## src/rtl/dfdd_divider_arbiter.sv

```systemverilog
// dfdd_divider_arbiter: round-robin sharing of one external FP divider among NUM_REQ
// requesters, with a tag pipeline that returns col/row/id alongside each quotient. Rev 1.0
`default_nettype none

module dfdd_divider_arbiter #(
  parameter int EXP_WIDTH   = 8,
  parameter int FRAC_WIDTH  = 23,
  parameter int NUM_REQ     = 4,
  parameter int DIV_LATENCY = 10,
  localparam int FP_WIDTH_REG = 1 + EXP_WIDTH + FRAC_WIDTH,
  localparam int ID_WIDTH     = $clog2(NUM_REQ)
) (
  input  logic                            clk_i,
  input  logic                            rst_i,
  input  logic [NUM_REQ-1:0]              req_valid_i,
  output logic [NUM_REQ-1:0]              req_ready_o,
  input  logic [NUM_REQ*FP_WIDTH_REG-1:0] req_a_i,
  input  logic [NUM_REQ*FP_WIDTH_REG-1:0] req_b_i,
  input  logic [NUM_REQ*16-1:0]           req_col_i,
  input  logic [NUM_REQ*16-1:0]           req_row_i,
  output logic [FP_WIDTH_REG-1:0]         div_a_o,
  output logic [FP_WIDTH_REG-1:0]         div_b_o,
  output logic                            div_valid_o,
  input  logic [FP_WIDTH_REG-1:0]         div_fp_i,
  input  logic                            div_valid_i,
  output logic [FP_WIDTH_REG-1:0]         res_fp_o,
  output logic [15:0]                     res_col_o,
  output logic [15:0]                     res_row_o,
  output logic [ID_WIDTH-1:0]             res_id_o,
  output logic [NUM_REQ-1:0]              res_valid_o,
  output logic                            err_o
);

  logic [ID_WIDTH-1:0] r_ptr;
  logic [NUM_REQ-1:0]  w_grant;
  logic [ID_WIDTH-1:0] w_grant_idx;
  logic [ID_WIDTH-1:0] w_idx;
  logic                w_xfer;

  // Stage 0 sits beside the issue register; stage DIV_LATENCY lines up with div_valid_i.
  logic                r_tag_v   [0:DIV_LATENCY];
  logic [ID_WIDTH-1:0] r_tag_id  [0:DIV_LATENCY];
  logic [15:0]         r_tag_col [0:DIV_LATENCY];
  logic [15:0]         r_tag_row [0:DIV_LATENCY];

  // Search starts just after the last winner, so the last winner has lowest priority.
  always_comb begin
    w_grant     = '0;
    w_grant_idx = '0;
    w_idx       = '0;
    w_xfer      = 1'b0;
    for (int i = 1; i <= NUM_REQ; i++) begin
      w_idx = ID_WIDTH'((int'(r_ptr) + i) % NUM_REQ);
      if (!w_xfer && req_valid_i[w_idx]) begin
        w_xfer         = 1'b1;
        w_grant[w_idx] = 1'b1;
        w_grant_idx    = w_idx;
      end
    end
  end

  assign req_ready_o = w_grant;

  always_ff @(posedge clk_i or negedge rst_i) begin
    if (!rst_i) begin
      r_ptr       <= ID_WIDTH'(NUM_REQ - 1);
      div_a_o     <= '0;
      div_b_o     <= '0;
      div_valid_o <= 1'b0;
      for (int s = 0; s <= DIV_LATENCY; s++) begin
        r_tag_v[s]   <= 1'b0;
        r_tag_id[s]  <= '0;
        r_tag_col[s] <= '0;
        r_tag_row[s] <= '0;
      end
      res_fp_o    <= '0;
      res_col_o   <= '0;
      res_row_o   <= '0;
      res_id_o    <= '0;
      res_valid_o <= '0;
      err_o       <= 1'b0;
    end else begin
      div_valid_o <= w_xfer;
      r_tag_v[0]  <= w_xfer;
      if (w_xfer) begin
        r_ptr        <= w_grant_idx;
        div_a_o      <= req_a_i[w_grant_idx*FP_WIDTH_REG +: FP_WIDTH_REG];
        div_b_o      <= req_b_i[w_grant_idx*FP_WIDTH_REG +: FP_WIDTH_REG];
        r_tag_id[0]  <= w_grant_idx;
        r_tag_col[0] <= req_col_i[w_grant_idx*16 +: 16];
        r_tag_row[0] <= req_row_i[w_grant_idx*16 +: 16];
      end
      for (int s = 1; s <= DIV_LATENCY; s++) begin
        r_tag_v[s]   <= r_tag_v[s-1];
        r_tag_id[s]  <= r_tag_id[s-1];
        r_tag_col[s] <= r_tag_col[s-1];
        r_tag_row[s] <= r_tag_row[s-1];
      end
      res_fp_o    <= div_fp_i;
      res_col_o   <= r_tag_col[DIV_LATENCY];
      res_row_o   <= r_tag_row[DIV_LATENCY];
      res_id_o    <= r_tag_id[DIV_LATENCY];
      res_valid_o <= div_valid_i ? (NUM_REQ'(1) << r_tag_id[DIV_LATENCY]) : '0;
      if (div_valid_i != r_tag_v[DIV_LATENCY]) begin
        err_o <= 1'b1;
      end
    end
  end

endmodule

`default_nettype wire

```

## config.mk

```make
export PLATFORM = sky130hd
export DESIGN_NAME = dfdd_divider_arbiter
export DESIGN_NICKNAME = d
export VERILOG_FILES = /design/src/rtl/dfdd_divider_arbiter.sv
export SDC_FILE = /design/constraint.sdc
export NUM_CORES = 1
export LEC_CHECK = 0
export CELL_PAD_IN_SITES_DETAIL_PLACEMENT = 0
export CELL_PAD_IN_SITES_GLOBAL_PLACEMENT = 1
export CORE_ASPECT_RATIO = 0.5
export CORE_UTILIZATION = 34
export CTS_BUF_LIST = sky130_fd_sc_hd__clkbuf_4 sky130_fd_sc_hd__clkbuf_8
export DETAILED_ROUTE_END_ITERATION = 12
export PLACE_DENSITY = 0.69
export REMOVE_ABC_BUFFERS = 1
export SLEW_MARGIN = 0
export SYNTH_ARGS = -nofsm -noshare
export SYNTH_HDL_FRONTEND = slang
export SYNTH_SLANG_ARGS = --single-unit
```

## constraint.sdc

```tcl
create_clock -name clk_i -period 5.1 [get_ports clk_i]
set_clock_uncertainty 0.1 [all_clocks]
set_input_delay 1.02 -clock clk_i [delete_from_list [all_inputs] [get_ports clk_i]]
set_output_delay 1.02 -clock clk_i [all_outputs]
set_load 0.02 [all_outputs]
```

==> results.sh <==
export IMPL_tightestPinTransition_ps=1240
export IMPL_reg2reg_slack_ps=1390
export IMPL_die_h_um=176
export IMPL_drt_antenna_violating_nets=0
export IMPL_dp_final_hpwl_mm=42.5
export IMPL_postCtsSetupBuffers=0
export IMPL_netlist_area_leader_share_pct=63.5
export IMPL_place_ws_ps=454
export IMPL_p_leak_uw=0.0121
export IMPL_synth_edf_count=0
export IMPL_min_period_ps=4810
export IMPL_ys_warn_count=0
export IMPL_die_area_um2=61300
export IMPL_totalWireLength_mm=64.8
export IMPL_finalHoldViolCount=0
export IMPL_cts_made_buffers=77
export IMPL_yosysMostFrequentCell="dfrtp_1"
export IMPL_ctsResizeCount=0
export IMPL_avgSynthCellArea_um2=12.2
export IMPL_async_flop_share_pct=100
export IMPL_start_util_pct=34.5
export IMPL_cts_hold_fix_buffers=0
export IMPL_rr_startpoint="r_ptr[1]"
export IMPL_drc=0
export IMPL_fp_dieW_um=349
export IMPL_critPathLaunch="r_ptr[0]"
export IMPL_drive_gt1_share_pct=7.94
export IMPL_path_max_fanout=42
export IMPL_place_congestion=0.847
export IMPL_syn2layout_area_growth_pct=40.5
export IMPL_insertion_delay_ps=650
export IMPL_wl_per_cell_um=20.9
export IMPL_synthTopCellsByArea="dfrtp_1 (63%), mux2i_1 (9.4%), o21ai_0 (4.6%), o2bb2ai_1 (4.1%), nor2_1 (3.7%)"
export IMPL_num_rows=63
export IMPL_synth_seq_cells=522
export IMPL_grt_start_max_net_pins=172
export IMPL_yosysTopAreaCell="dfrtp_1"
export IMPL_antenna_found_initial=15
export IMPL_finalNetCount=2655
export IMPL_setup_ws_ps=288
export IMPL_cp_endpoint="req_ready_o[1]"
export IMPL_cts_sinks=522
export IMPL_max_cap_violations=0
export IMPL_r2r_cells=10
export IMPL_status="finished clean"
export IMPL_pin_count=563
export IMPL_synth_cell_types=45
export IMPL_grt_pass1_wl_mm=96.8
export IMPL_fmaxAchievable_ghz=0.208
export IMPL_grt_setup_unrepaired="false"
export IMPL_core_area_um2=59400
export IMPL_path_clk_slew_ps=70
export IMPL_relSlewSlack_pct=17.7
export IMPL_crit_path_end_kind="output port"
export IMPL_yosysSeqAreaShare_pct=63.7
export IMPL_root_buffer="clkbuf_8"
export IMPL_dr_pass1_iters=5
export IMPL_overflow=0
export IMPL_cts_tree="built"
export IMPL_synth_ff_type="dfrtp_1"
export IMPL_ctsLongestPathBuffers=3
export IMPL_finalSetupViolations=0
export IMPL_io_buffers=562
export IMPL_fin_tns_setup_ps=0
export IMPL_reg2reg_to="r_tag_row[164]"
export IMPL_cp_start_kind="flop"
export IMPL_worst_ep_arrival_time_ps=3690
export IMPL_worstSetupPathType="reg2out"
export IMPL_yosys_top_cells_count="dfrtp_1 (520), nor2_1 (200), mux2i_1 (193), o21ai_0 (188), nand2_1 (100)"
export IMPL_grt_use_total_pct=20.9
export IMPL_ir_worst_vdd_mv=0.580
export IMPL_drtIter0Drc=1061
export IMPL_grt_pass1_vias=15400
export IMPL_fin_crit_sh_pct=94.3
export IMPL_num_vias=15500
export IMPL_worst_hold_slack_ps=231
export IMPL_drt_vias_per_instance=5.00
export IMPL_syn_area_um2=20500
export IMPL_slew_violations=0
export IMPL_syn_instance_count=1685
export IMPL_p_per_area_nw_per_um2=669
export IMPL_htreeDepth=3
export IMPL_crit_required_ps=3980
export IMPL_min_path_type="reg2reg"
-- worst max-delay path, stage by stage (launching register included) --
cell and delay (ps):
dfstp_4 610, buf_4 490, mux4_2 650, nor2b_1 300
a22oi_1 120, nor2_1 120, a221o_1 120, clkdlybuf4s50_1 620
-- how the worst min path moves through the flow --
stage,start,end,cells after the start
2_1_floorplan,r_tag_col[16],r_tag_col[0],0
3_3_place_gp,r_tag_col[76],r_tag_col[60],0
3_5_place_dp,r_tag_col[119],r_tag_col[103],0
4_1_cts,r_tag_col[114],r_tag_col[98],0
5_1_grt,r_tag_col[32],r_tag_col[16],0
6_report,r_tag_id[19],r_tag_id[17],0
-- layout by cell type (no fill, tap or decap), types with 8 or more instances in the layout --
| cell | n |
|---|---|
| a22oi_1 | 99 |
| mux2i_1 | 193 |
| ha_1 | 8 |
| o211ai_1 | 96 |
| buf_12 | 17 |
| clkbuf_8 | 95 |
| buf_4 | 13 |
| o2bb2ai_1 | 95 |
| nand2_1 | 100 |
| clkbuf_4 | 17 |
| diode_2 | 12 |
| nor2_1 | 199 |
| clkinv_2 | 11 |
| o21ai_0 | 188 |
| clkdlybuf4s50_1 | 561 |
| dfrtp_1 | 520 |
-- kinds of logic after synthesis --
| logic type | after synthesis | synth area share (%) |
|---|---|---|
| and+or+nand+nor | 316 | 6.12 |
| muxes | 197 | 9.86 |
| AOI/OAI and AO/OA | 504 | 16.7 |
| DFF | 522 | 63.7 |
| buffers and inverters | 136 | 2.95 |
| xor gates and xnor gates | 2 | 0.0855 |
| adders and majority gates | 8 | 0.488 |
-- routing by layer --
layer,GRT usage [%],vias up,share of wire [%],routed length (um)
met3,4.11,128,4.3,2790
met1,26.7,7832,41,26900
met4,8.59,4,3.5,2270
li1,-,7160,-,-
met5,0,-,0.042,27
met2,34.9,396,51,32800
-- stage by stage --
stage / area (um^2) / power, uW / instances / utilization (%)
6_report: 28800 / 19300 / 3103 / 48.5
3_5_place_dp: 27000 / 15700 / 2957 / 45.5
5_1_grt: 28800 / 20600 / 3102 / 48.5
2_1_floorplan: 19900 / 12300 / 1553 / -
4_1_cts: 28800 / 19500 / 3091 / 48.4
3_3_place_gp: 27000 / 15500 / 2957 / 45.5
-- report_power, final --
| part | total (uW) | switching [uW] | internal (uW) | leakage (uW) |
|---|---|---|---|---|
| Combinational | 8830 | 5220 | 3610 | 0.00491 |
| Sequential | 6700 | 636 | 6060 | 0.00628 |
| Clock | 3740 | 1650 | 2090 | 0.000917 |
-- flip-flops by register name (all words and copies together) (netlist names) --
signal	cells
r_tag_col	176
r_tag_row	176
div_a_o	32
div_b_o	32
res_fp_o	32
r_tag_id	22
res_col_o	16
res_row_o	16
r_tag_v	11
res_valid_o	4
r_ptr	2
res_id_o	2
err_o	1
-- layout make-up --
cell class / instances / area [um^2]
inverter: 4 / 16.3
sequential: 522 / 13100
multi-input combinational: 1027 / 6870
clock inverter: 22 / 297
fill: 5437 / 30600
antenna: 12 / 30.0
clock buffer: 112 / 1440
tap: 812 / 1020
timing repair buffer: 592 / 6070
Power figures use the tool's default switching activity.
